==> config.mk <==
export PLATFORM = sky130hd
export DESIGN_NAME = serial_add_ctrl_flat
export DESIGN_NICKNAME = d
export VERILOG_FILES = /design/src/rtl/serial_add_ctrl_pkg.sv /design/src/rtl/serial_add_ctrl_if.sv /design/src/rtl/serial_add_ctrl_fa_cell.sv /design/src/rtl/serial_add_ctrl.sv /design/src/flat_wrapper.sv
export SDC_FILE = /design/constraint.sdc
export NUM_CORES = 1
export LEC_CHECK = 0
export CAP_MARGIN = 10
export CORE_ASPECT_RATIO = 1.25
export CORE_MARGIN = 4
export CORE_UTILIZATION = 45
export DETAILED_ROUTE_END_ITERATION = 16
export PLACE_DENSITY_LB_ADDON = 0.05
export SKIP_LAST_GASP = 1
export SLEW_MARGIN = 20
export SYNTH_ARGS = -nofsm -noshare
export SYNTH_HDL_FRONTEND = slang
export SYNTH_SLANG_ARGS = --single-unit
==> constraint.sdc <==
create_clock -name clk -period 2 [get_ports clk]
set_input_delay 0.4 -clock clk [delete_from_list [all_inputs] [get_ports clk]]
set_output_delay 0.4 -clock clk [all_outputs]
set_load 0.1 [all_outputs]
==> src/rtl/serial_add_ctrl_pkg.sv <==
// Shared definitions for the bit-serial adder controller: state type and encodings.
package serial_add_pkg;

    typedef logic [1:0] state_t;

    localparam state_t IDLE = 2'b00;
    localparam state_t RUN  = 2'b01;
    localparam state_t DONE = 2'b10;

endpackage

==> src/rtl/serial_add_ctrl_if.sv <==
// Requester-side handshake and operand/result bus of the serial adder controller.
interface serial_add_ctrl_if #(
    parameter int WIDTH = 8
);

    logic             start;
    logic [WIDTH-1:0] op_a;
    logic [WIDTH-1:0] op_b;
    logic             cin;
    logic             busy;
    logic             done;
    logic [WIDTH-1:0] sum;
    logic             cout;

    modport master (
        output start, op_a, op_b, cin,
        input  busy, done, sum, cout
    );

    modport slave (
        input  start, op_a, op_b, cin,
        output busy, done, sum, cout
    );

endinterface

==> src/rtl/serial_add_ctrl_fa_cell.sv <==
// Single 1-bit full-adder cell; the only arithmetic in the serial adder.
module full_adder_cell (
    input  logic a,
    input  logic b,
    input  logic ci,
    output logic s,
    output logic co
);

    assign s  = a ^ b ^ ci;
    assign co = (a & b) | (a & ci) | (b & ci);

endmodule

==> src/rtl/serial_add_ctrl.sv <==
// Bit-serial adder controller: walks one full-adder cell over WIDTH cycles, LSB
// first, and presents a registered {cout,sum} with a one-cycle done pulse.
module serial_add_ctrl #(
    parameter int WIDTH = 8
) (
    input  logic              clk,
    input  logic              rst_n,
    serial_add_ctrl_if.slave  bus
);

    import serial_add_pkg::*;

    localparam int               CNT_W = $clog2(WIDTH);
    localparam logic [CNT_W-1:0] LAST  = CNT_W'(WIDTH - 1);

    state_t           state;
    logic [WIDTH-1:0] a_sr;
    logic [WIDTH-1:0] b_sr;
    logic [WIDTH-2:0] res_sr;
    logic             carry;
    logic [CNT_W-1:0] count;
    logic [WIDTH-1:0] sum_q;
    logic             cout_q;

    logic             cell_s;
    logic             cell_co;
    logic [WIDTH-1:0] res_next;

    full_adder_cell u_cell (
        .a  (a_sr[0]),
        .b  (b_sr[0]),
        .ci (carry),
        .s  (cell_s),
        .co (cell_co)
    );

    // res_sr keeps only the upper WIDTH-1 bits; the LSB would fall off before use.
    assign res_next = {cell_s, res_sr};

    assign bus.busy = (state == RUN);
    assign bus.done = (state == DONE);
    assign bus.sum  = sum_q;
    assign bus.cout = cout_q;

    always_ff @(posedge clk or negedge rst_n) begin
        if (!rst_n) begin
            state  <= IDLE;
            a_sr   <= '0;
            b_sr   <= '0;
            res_sr <= '0;
            carry  <= 1'b0;
            count  <= '0;
            sum_q  <= '0;
            cout_q <= 1'b0;
        end else begin
            case (state)
                IDLE: begin
                    if (bus.start) begin
                        a_sr  <= bus.op_a;
                        b_sr  <= bus.op_b;
                        carry <= bus.cin;
                        count <= '0;
                        state <= RUN;
                    end
                end
                RUN: begin
                    res_sr <= res_next[WIDTH-1:1];
                    a_sr   <= a_sr >> 1;
                    b_sr   <= b_sr >> 1;
                    carry  <= cell_co;
                    if (count == LAST) begin
                        sum_q  <= res_next;
                        cout_q <= cell_co;
                        state  <= DONE;
                    end else begin
                        count <= count + 1'b1;
                    end
                end
                DONE: begin
                    state <= IDLE;
                end
                default: begin
                    state <= IDLE;
                end
            endcase
        end
    end

endmodule

==> src/flat_wrapper.sv <==
// flat-port wrapper written by rule: the top's interface ports become plain ports
module serial_add_ctrl_flat import serial_add_pkg::*;
#(
    parameter int WIDTH = 8
)
  (clk, rst_n, bus_start, bus_op_a, bus_op_b, bus_cin, bus_busy, bus_done, bus_sum, bus_cout);
  serial_add_ctrl_if #(.WIDTH(WIDTH)) bus_i ();
  input  logic clk;
  input  logic rst_n;
  input wire logic [$bits(bus_i.start)-1:0] bus_start;
  input wire logic [$bits(bus_i.op_a)-1:0] bus_op_a;
  input wire logic [$bits(bus_i.op_b)-1:0] bus_op_b;
  input wire logic [$bits(bus_i.cin)-1:0] bus_cin;
  output wire logic [$bits(bus_i.busy)-1:0] bus_busy;
  output wire logic [$bits(bus_i.done)-1:0] bus_done;
  output wire logic [$bits(bus_i.sum)-1:0] bus_sum;
  output wire logic [$bits(bus_i.cout)-1:0] bus_cout;
  assign bus_i.start = bus_start;
  assign bus_i.op_a = bus_op_a;
  assign bus_i.op_b = bus_op_b;
  assign bus_i.cin = bus_cin;
  assign bus_busy = bus_i.busy;
  assign bus_done = bus_i.done;
  assign bus_sum = bus_i.sum;
  assign bus_cout = bus_i.cout;
  serial_add_ctrl #(.WIDTH(WIDTH)) u_core (.clk(clk), .rst_n(rst_n), .bus(bus_i));
endmodule
* After elaboration in Yosys (flattened, before gate mapping)
Cells that the tools add are included.
** Word-level totals
- Register bits :: 38
- Word-level logic and storage cells :: 40
- Output and inout bits :: 11
- Input bits :: 20
** Cells by class
- Bitwise gates (word level) :: 7
- Mux-type cells :: 12
- Add/sub/neg operators :: 1
- Equality and inequality tests :: 6
- Reduce and logical (&&, ||, !) cells :: 6
** Operator list (count)
- 8-bit one-hot mux with 2 select lines :: 2
- 8-bit 2-to-1 mux :: 2
- 3-bit 2-to-1 mux :: 2
- 3-bit one-hot mux with 2 select lines :: 1
- 2-bit AND reduction :: 3
- 2-bit 2-to-1 mux :: 2
- 2-bit != test (second input constant) :: 2
- 2-bit one-hot mux with 2 select lines :: 1
- 3-bit by 1-bit adder with 3-bit output (second input constant) :: 1
- 1-bit bitwise AND :: 3
- 3-bit == test (second input constant) :: 1
- 3-bit AND reduction :: 1
- 2-bit by 1-bit == test with 1-bit output (second input constant) :: 1
- 2-bit == test (second input constant) :: 1
- 2-bit zero test :: 1
- 2-bit by 1-bit != test with 1-bit output (second input constant) :: 1
- 1-bit bitwise OR :: 2
- 1-bit one-hot mux with 2 select lines :: 1
- 2-bit nonzero test :: 1
- 1-bit XOR :: 2
- 1-bit 2-to-1 mux :: 1

* Depth between registers and ports, before layout
Gate-level depths: netlist of the first run.
- Depth in word-level cells :: 4
- Depth in mapped cells :: 5
- Gate-level depth less buffers :: 4

* Cells and area by module
Synthesis of the first run repeated with hierarchy kept, for this count alone.
** Second synthesis, totals
- Cells, all modules :: 155
- Area total of the unflattened synthesis :: 1691.6 µm²
** By module, submodules not included
- serial_add_ctrl :: cells an instance 154, instances 1, area each 1671.6 µm², sequential area each 950.9 µm²
- full_adder_cell :: cells an instance 1, instances 1, area each 20.0 µm², sequential area each 0.0 µm²

* Least setup slack after synthesis of the first run
Ideal clock, no wire load.
- Path kind :: flip-flop to output port
- Start point :: register u_core.state[1]
- End point :: output bus_done
- Arrival time :: 2.147 ns
- Stages on the path, launching flop included :: 4
- Setup slack :: -0.547 ns
- Required time :: 1.600 ns
- Path buffers :: 2
- Path through :: dfrtp_1 -> buf_6 -> clkbuf_1 -> nor2b_1
** On the way
- Cells in the longest elaborated chain, start to end :: 1
** RTL lines
- from (decl) :: RTL line serial_add_ctrl.sv:16 : state_t state;
- from (signal assigned) :: RTL line serial_add_ctrl.sv:47 : state <= IDLE;
- from (signal assigned) :: RTL line serial_add_ctrl.sv:63 : state <= RUN;
- from (signal assigned) :: RTL line serial_add_ctrl.sv:74 : state <= DONE;
- 2-bit == test :: RTL line serial_add_ctrl.sv:41 : assign bus.done = (state == DONE);
- to (decl) :: RTL line flat_wrapper.sv:15 : output wire logic [$bits(bus_i.done)-1:0] bus_done;
Every way passes these cells.

* Worst setup path in the final report of the first run
- Start point :: register u_core.state[1]
- End point :: output bus_busy
** On the way
- Cells in the longest elaborated chain, start to end :: 1
** RTL lines
- 2-bit by 1-bit == test with 1-bit output :: RTL line serial_add_ctrl.sv:40 : assign bus.busy = (state == RUN);
- to (decl) :: RTL line flat_wrapper.sv:14 : output wire logic [$bits(bus_i.busy)-1:0] bus_busy;
Every way passes these cells.

==> impl_metrics.env, run 1 <==
export IMPL_total_wirelength_mm=3.441
export IMPL_synth_compound_area_frac=0.1115
export IMPL_crit_chain="nand2b_1 -> inv_1 -> buf_12"
export IMPL_crit_arrival_ps=1430
export IMPL_clock_skew_after_layout_ps=7.096
export IMPL_initial_core_util=0.4705
export IMPL_routing_usage_on_met3=0.05150
export IMPL_ys_seq_elements=38
export IMPL_leakagePower_nw=0.9752
export IMPL_placed_cell_area_sq_um=2146
export IMPL_report_power_total_w=0.003816
export IMPL_rsz0062_at_grt="false"
export IMPL_routedWlPerCell_microns=14.96
export IMPL_gr_max_usage_layer="met2"
export IMPL_dominant_combinational_cell_family_by_area_after_synthesis="simple AND/OR/NAND/NOR gates"
export IMPL_tritoncts="done"
export IMPL_switching_share=0.4432
export IMPL_r2r_end="u_core.bus.sum[4]$_DFFE_PN0P_"
export IMPL_coreArea_sq_um=3816
export IMPL_grt_start_max_net_pins=39
export IMPL_switching_power_w=0.001691
export IMPL_share_of_the_synthesized_netlist_area_taken_by_xor_and_xnor_gates=0
export IMPL_setup_total_negative_slack_ps=0
export IMPL_path_buf_inv=2
export IMPL_async_reset_ff_frac=1.000
export IMPL_finalWorstPathRequiredPeriod_ps=1835
export IMPL_grt_first_pass_wirelength_mm=5.878
export IMPL_die_area_sq_um=5071
export IMPL_grt_remaining_overflow=0
export IMPL_postSynthCellCount=145
export IMPL_via_count=1212
export IMPL_grt_use_total=0.1519
export IMPL_number_of_flops_mapped_to_enable_cells_by_yosys=0
export IMPL_drt_vias_per_instance=5.270
export IMPL_finalMaxSlewViolations=0
export IMPL_synth_adder_area_share=0.02509
export IMPL_internal_power_w=0.002125
export IMPL_final_antenna_violating_net_count=0
export IMPL_post_synth_cell_area_avg_sq_um=12.38
export IMPL_hold_violations=0
export IMPL_detail_route_iter0_violations=17
export IMPL_synth_warnings=0
export IMPL_cts_made_buffers=5
export IMPL_multiInputGateArea_sq_um=718.2
export IMPL_cts_reportedPaths_clkPinSlew_ps=70
export IMPL_number_of_top_level_design_ports=31
export IMPL_peakVddDrop_v=0.0005783
export IMPL_detail_route_first_pass_iterations=4
export IMPL_worst_slew_pin_transition_ps=803.7
export IMPL_clkSinkCount=38
export IMPL_r2r_setup_slack_ps=240
export IMPL_post_route_cells_drive_above_1_share=0.2898
export IMPL_yosys_cell_types_count=29
export IMPL_fmaxAchievable_ghz=0.5450
export IMPL_synth_simple_gate_area_share=0.1589
export IMPL_timing_critical_path_to_type="output port"
export IMPL_worstPathMaxFanout=14
export IMPL_htreeDepth=2
export IMPL_num_antenna_cells=0
export IMPL_final_critical_path_share_of_the_clock_period=0.9174
export IMPL_sequential_cell_area_sq_um=952.2
export IMPL_synth_net_count=168
export IMPL_postSynth_topFlopCell="sky130_fd_sc_hd__dfrtp_1"
export IMPL_slew_headroom=0.4631
export IMPL_cts_repair_timing_setup_buffer_count=0
export IMPL_worst_path_max_delay_cell="sky130_fd_sc_hd__dfrtp_1"
export IMPL_hold_path_class="in2async"
export IMPL_run_status="finished clean"
export IMPL_pwr_density_cell_nw_per_um2=1712
export IMPL_clock_root_buffer="sky130_fd_sc_hd__clkbuf_8"
export IMPL_clock_power_share=0.131
export IMPL_p_seq_frac=0.359
export IMPL_globalRouteMet1Util=0.1799
export IMPL_holdWs_ps=157.7
export IMPL_clkLatencyLatePin_ps=280
export IMPL_critical_path_top_delay_family="flip-flops"
export IMPL_ys_seq_area_frac=0.5296
export IMPL_core_rowCount=25
export IMPL_comb_power_share=0.510
export IMPL_finish_net_count=200
export IMPL_setup_viol_count_final=0
export IMPL_via_count_of_the_first_global_routing_pass=1259
export IMPL_floorplan_die_height_microns=78.62
export IMPL_gpl_final_weighted_congestion=0.7210
export IMPL_timing_setup_critical_path_class="reg2out"
export IMPL_crit_path_max_incr_delay_ps=510
export IMPL_die_width_microns=64.50
export IMPL_grt_met2_usage=0.2500
export IMPL_portBuffers=30
export IMPL_worst_r2r_cell_count=4
export IMPL_number_of_antenna_violations_at_the_first_check_in_global_routing=0
export IMPL_final_cell_area_sq_um=2230
export IMPL_area_growth_synth_to_final_pct=24.18
export IMPL_final_fill_count=348
export IMPL_synth_area_sq_um=1795
export IMPL_clockBufferDepth=2
export IMPL_r2r_start="u_core.count[0]$_DFFE_PN0P_"
export IMPL_worst_ep_required_time_ps=1600
export IMPL_post_route_drc_count=0
export IMPL_startpoint_type="register"
export IMPL_proportion_of_synthesized_area_in_mux_cells=0.1003
export IMPL_max_cap_viol_count=0
export IMPL_hpwl_mm=2.469
## repair_timing
action	CTS	global route
endpoints found under the setup margin	0	1
resized for setup	0	1
hold buffers	0	0
endpoints found under the hold margin	0	0
## placed cells by master (no fill, tap or decap), types with 2 or more instances in the layout
cell type                         count
sky130_fd_sc_hd__buf_4               17
sky130_fd_sc_hd__or4b_1               5
sky130_fd_sc_hd__buf_12               2
sky130_fd_sc_hd__ha_1                 2
sky130_fd_sc_hd__nand3_1              3
sky130_fd_sc_hd__clkdlybuf4s50_1     18
sky130_fd_sc_hd__nor4bb_1             2
sky130_fd_sc_hd__clkbuf_8             6
sky130_fd_sc_hd__o221a_2              5
sky130_fd_sc_hd__nand2_1              2
sky130_fd_sc_hd__inv_1               15
sky130_fd_sc_hd__a221oi_1             3
sky130_fd_sc_hd__dfrtp_1             37
sky130_fd_sc_hd__nand2b_1             4
sky130_fd_sc_hd__nor3b_1              8
sky130_fd_sc_hd__mux2_2              16
sky130_fd_sc_hd__a211oi_1             7
sky130_fd_sc_hd__o221ai_1             3
sky130_fd_sc_hd__nor4b_1             10
## kinds of logic after synthesis
family | after synthesis
AO/OA/AOI/OAI | 23
buffers and inverters | 28
flip-flops | 38
multiplexers | 16
adder cells (fa/ha/maj) | 3
AND/OR/NAND/NOR | 37
## power groups by stage
| stage | sequential [W] | clock, W | combinational [W] |
|---|---|---|---|
| 2_1_floorplan | 0.00193 | 0 | 0.000963 |
| 3_3_place_gp | 0.00137 | 0 | 0.00191 |
| 3_5_place_dp | 0.00139 | 0 | 0.00196 |
| 4_1_cts | 0.00138 | 0.000522 | 0.00197 |
| 5_1_grt | 0.00143 | 0.000568 | 0.00207 |
| 6_report | 0.00137 | 0.000499 | 0.00195 |
## registers in the layout (all words and copies together), names as in the netlist
signal	cells
u_core.bus.sum	8
u_core.res_sr	7
u_core.count	3
u_core.bus.cout	1
u_core.a_sr	8
u_core.b_sr	8
u_core.state	2
u_core.carry	1
## worst register-to-register path, delay by kind of cell, from the launching register on
family                   cells  cell delay (ps)
flip-flops                   1              410
AND/OR/NAND/NOR              1              390
multiplexers                 1              400
adder cells (fa/ha/maj)      2              450
## routing by layer
| metal | up-vias | part of all wire |
|---|---|---|
| met5 | - | 0 |
| met4 | 0 | 0.015 |
| met3 | 5 | 0.038 |
| met2 | 22 | 0.51 |
| met1 | 595 | 0.44 |
| li1 | 590 | - |
## final cells by class
type / instances / area share
Sequential cell: 38 / 0.4270
Inverter: 15 / 0.02525
Timing Repair Buffer: 38 / 0.1582
Clock buffer: 6 / 0.03704
Tap cell: 54 / 0.03030
Multi-Input combinational cell: 79 / 0.3221
## how the worst max path moves through the flow
| stage | slack [ps] | cells past startpoint | start | to |
|---|---|---|---|---|
| final | 170 | 3 | u_core.state[1]$_DFFE_PN0P_ | bus_busy |
| after global routing | 80 | 3 | u_core.state[1]$_DFFE_PN0P_ | bus_busy |
| after CTS | 100 | 3 | u_core.state[0]$_DFFE_PN0P_ | bus_busy |
| after detailed placement | 50 | 3 | bus_start | u_core.a_sr[2]$_DFFE_PN0P_ |
| after global placement | 70 | 3 | bus_start | u_core.a_sr[1]$_DFFE_PN0P_ |
| after floorplan | 250 | 3 | u_core.state[1]$_DFFE_PN0P_ | u_core.res_sr[6]$_DFFE_PN0N_ |
## cell usage after synthesis (2+ instances only)
cell	instances	area [sq um]
sky130_fd_sc_hd__a211oi_1	7	52.55
sky130_fd_sc_hd__a221oi_1	3	26.28
sky130_fd_sc_hd__buf_2	7	35.03
sky130_fd_sc_hd__buf_6	2	22.52
sky130_fd_sc_hd__clkbuf_1	2	7.510
sky130_fd_sc_hd__dfrtp_1	38	950.9
sky130_fd_sc_hd__ha_1	2	25.02
sky130_fd_sc_hd__inv_1	15	56.30
sky130_fd_sc_hd__mux2_2	16	180.2
sky130_fd_sc_hd__nand2_1	2	7.510
sky130_fd_sc_hd__nand2b_1	4	25.02
sky130_fd_sc_hd__nand3_1	3	15.01
sky130_fd_sc_hd__nor3b_1	8	60.06
sky130_fd_sc_hd__nor4b_1	10	87.58
sky130_fd_sc_hd__nor4bb_1	2	20.02
sky130_fd_sc_hd__o221a_2	5	56.30
sky130_fd_sc_hd__o221ai_1	3	26.28
sky130_fd_sc_hd__or4b_1	5	50.05
## stage by stage
step	instances	setup slack, ps	utilization
2_1_floorplan	145	253.4	-
3_3_place_gp	224	73.49	0.5623
3_5_place_dp	224	48.62	0.5623
4_1_cts	230	99.31	0.5839
5_1_grt	230	75.83	0.5843
6_report	230	165.2	0.5843
Power figures use the tool's default switching activity.
==> run 2: changes to the inputs <==
--- a/config.mk
+++ b/config.mk
@@ -9,6 +9,7 @@
 export CORE_ASPECT_RATIO = 1.25
 export CORE_MARGIN = 4
 export CORE_UTILIZATION = 45
+export CTS_CLUSTER_DIAMETER = 30
 export DETAILED_ROUTE_END_ITERATION = 16
 export PLACE_DENSITY_LB_ADDON = 0.05
 export SKIP_LAST_GASP = 1
==> results of run 2 <==
Final layout, timing and power as in run 1 (identical DEF).
==> run 3: changes to the inputs <==
--- a/config.mk
+++ b/config.mk
@@ -13,7 +13,6 @@
 export DETAILED_ROUTE_END_ITERATION = 16
 export PLACE_DENSITY_LB_ADDON = 0.05
 export SKIP_LAST_GASP = 1
-export SLEW_MARGIN = 20
 export SYNTH_ARGS = -nofsm -noshare
 export SYNTH_HDL_FRONTEND = slang
 export SYNTH_SLANG_ARGS = --single-unit
==> constraint.sdc (replaced) <==
create_clock -name clk -period 1.8 [get_ports clk]
set_input_delay 0.36 -clock clk [delete_from_list [all_inputs] [get_ports clk]]
set_output_delay 0.36 -clock clk [all_outputs]
set_load 0.1 [all_outputs]
==> impl_metrics.env, run 3 (synthesis gave the netlist of run 1 again) <==
export IMPL_layout_commonest_cell="sky130_fd_sc_hd__dfrtp_1"
export IMPL_leakagePower_nw=1.040
export IMPL_crit_path_max_incr_delay_ps=420
export IMPL_cts_repair_timing_setup_buffer_count=0
export IMPL_clkLatencyLatePin_ps=290
export IMPL_htreeDepth=2
export IMPL_pwr_density_cell_nw_per_um2=1975
export IMPL_cts_made_buffers=5
export IMPL_clockBufferDepth=2
export IMPL_worstPathMaxFanout=6
export IMPL_setup_viol_count_final=0
export IMPL_placed_cell_area_sq_um=2286
export IMPL_grt_start_max_net_pins=22
export IMPL_number_of_top_level_design_ports=31
export IMPL_die_area_sq_um=5071
export IMPL_clock_skew_after_layout_ps=8.361
export IMPL_cp_startpoint="u_core.state[1]$_DFFE_PN0P_"
export IMPL_portBuffers=30
export IMPL_switching_power_w=0.001987
export IMPL_r2r_setup_slack_ps=190
export IMPL_finish_net_count=202
export IMPL_r2r_start="u_core.count[0]$_DFFE_PN0P_"
export IMPL_worst_setup_path_endpoint="bus_busy"
export IMPL_p_seq_frac=0.332
export IMPL_gpl_final_weighted_congestion=0.7118
export IMPL_grt_remaining_overflow=0
export IMPL_post_route_drc_count=0
export IMPL_worst_path_max_delay_cell="sky130_fd_sc_hd__dfrtp_1"
export IMPL_cts_reportedPaths_clkPinSlew_ps=70
export IMPL_rsz0062_at_grt="false"
export IMPL_finalMaxSlewViolations=0
export IMPL_post_route_cells_drive_above_1_share=0.2889
export IMPL_initial_core_util=0.4705
export IMPL_cts_resized=0
export IMPL_detail_route_first_pass_iterations=4
export IMPL_final_antenna_violating_net_count=0
export IMPL_timing_critical_path_to_type="output port"
export IMPL_grt_first_pass_wirelength_mm=6.237
export IMPL_num_antenna_cells=0
export IMPL_drt_vias_per_instance=5.355
export IMPL_peakVddDrop_v=0.0007216
export IMPL_hpwl_mm=2.801
export IMPL_worst_ep_required_time_ps=1440
export IMPL_setup_total_negative_slack_ps=0
export IMPL_die_width_microns=64.50
export IMPL_critical_path_top_delay_family="flip-flops"
export IMPL_timing_setup_critical_path_class="reg2out"
export IMPL_hold_path_class="in2async"
export IMPL_area_growth_synth_to_final_pct=33.24
export IMPL_number_of_antenna_violations_at_the_first_check_in_global_routing=0
export IMPL_post_cts_hold_buffer_count=0
export IMPL_path_buf_inv=2
export IMPL_run_status="finished clean"
export IMPL_detail_route_iter0_violations=42
export IMPL_worst_r2r_cell_count=5
export IMPL_floorplan_die_height_microns=78.62
export IMPL_core_rowCount=25
export IMPL_max_cap_viol_count=0
export IMPL_layout_common_cells="sky130_fd_sc_hd__dfrtp_1, sky130_fd_sc_hd__clkdlybuf4s50_1, sky130_fd_sc_hd__mux2_2"
export IMPL_switching_share=0.4205
export IMPL_slew_headroom=0.4886
export IMPL_fmaxAchievable_ghz=0.5985
export IMPL_clock_power_share=0.149
export IMPL_routedWlPerCell_microns=15.65
export IMPL_final_critical_path_share_of_the_clock_period=0.9282
export IMPL_via_count_of_the_first_global_routing_pass=1329
export IMPL_final_fill_count=341
export IMPL_critical_path_depth=3
export IMPL_worst_slew_pin_transition_ps=765.5
export IMPL_final_cell_area_sq_um=2392
export IMPL_clkSinkCount=38
export IMPL_clock_root_buffer="sky130_fd_sc_hd__clkbuf_8"
export IMPL_coreArea_sq_um=3816
export IMPL_hold_violations=0
export IMPL_grt_use_total=0.1644
export IMPL_internal_power_w=0.002738
export IMPL_crit_arrival_ps=1310
export IMPL_tritoncts="done"
export IMPL_report_power_total_w=0.004724
export IMPL_via_count=1253
export IMPL_finalWorstPathRequiredPeriod_ps=1671
export IMPL_startpoint_type="register"
export IMPL_holdWs_ps=9.304
export IMPL_crit_chain="nand2b_1 -> inv_1 -> buf_12"
export IMPL_comb_power_share=0.520
export IMPL_total_wirelength_mm=3.662
export IMPL_r2r_end="u_core.bus.sum[3]$_DFFE_PN0P_"
-- run 3: changes by cell type in the layout (fill, tap and decap cells not counted) --
cell,change
sky130_fd_sc_hd__dfrtp_2,-1
sky130_fd_sc_hd__clkbuf_1,+2
sky130_fd_sc_hd__buf_12,+10
sky130_fd_sc_hd__dfrtp_1,+1
sky130_fd_sc_hd__buf_4,-8
sky130_fd_sc_hd__clkbuf_8,-1
sky130_fd_sc_hd__bufinv_16,+1
-- run 3: power by group through the flow --
stage                     registers (W)  clock network (W)  logic (W)
after global placement          0.00156                  0    0.00240
final                           0.00157           0.000702    0.00246
after CTS                       0.00157           0.000722    0.00249
after global routing            0.00161           0.000766    0.00261
after floorplan                 0.00214                  0    0.00107
after detailed placement        0.00159                  0    0.00248
-- run 3: worst min-delay path by stage --
stage | cells past startpoint | slack [ps] | to
2_1_floorplan | 0 | 60 | u_core.a_sr[0]$_DFFE_PN0P_
3_3_place_gp | 1 | 330 | u_core.bus.sum[1]$_DFFE_PN0P_
3_5_place_dp | 1 | 340 | u_core.res_sr[0]$_DFFE_PN0N_
4_1_cts | 1 | 20 | u_core.res_sr[0]$_DFFE_PN0N_
5_1_grt | 1 | 40 | u_core.bus.sum[3]$_DFFE_PN0P_
6_report | 1 | 9 | u_core.res_sr[0]$_DFFE_PN0N_
-- run 3: metrics by stage --
stage	instances	setup slack, ps	util
after floorplan	145	53.43	-
after global placement	226	-97.18	0.5990
after detailed placement	226	-154.7	0.5990
after CTS	234	97.22	0.6269
after global routing	234	25.39	0.6269
final	234	129.2	0.6269
-- run 3: layout make-up --
cell class | count | area [sq um] | share of cell area
Sequential cell | 38 | 950.9 | 0.3975
Multi-Input combinational cell | 79 | 718.2 | 0.3002
Timing Repair Buffer | 40 | 493.0 | 0.2061
Clock buffer | 7 | 76.32 | 0.03190
Tap cell | 54 | 67.56 | 0.02824
Inverter | 15 | 56.30 | 0.02354
Clock inverter | 1 | 30.03 | 0.01255
-- run 3: metal layers --
layer	global-route usage	vias up	wire length, microns
li1	-	603	-
met1	0.1876	619	1490
met2	0.2831	26	1968
met3	0.05007	5	148
met4	0.06765	0	55
met5	0	-	0
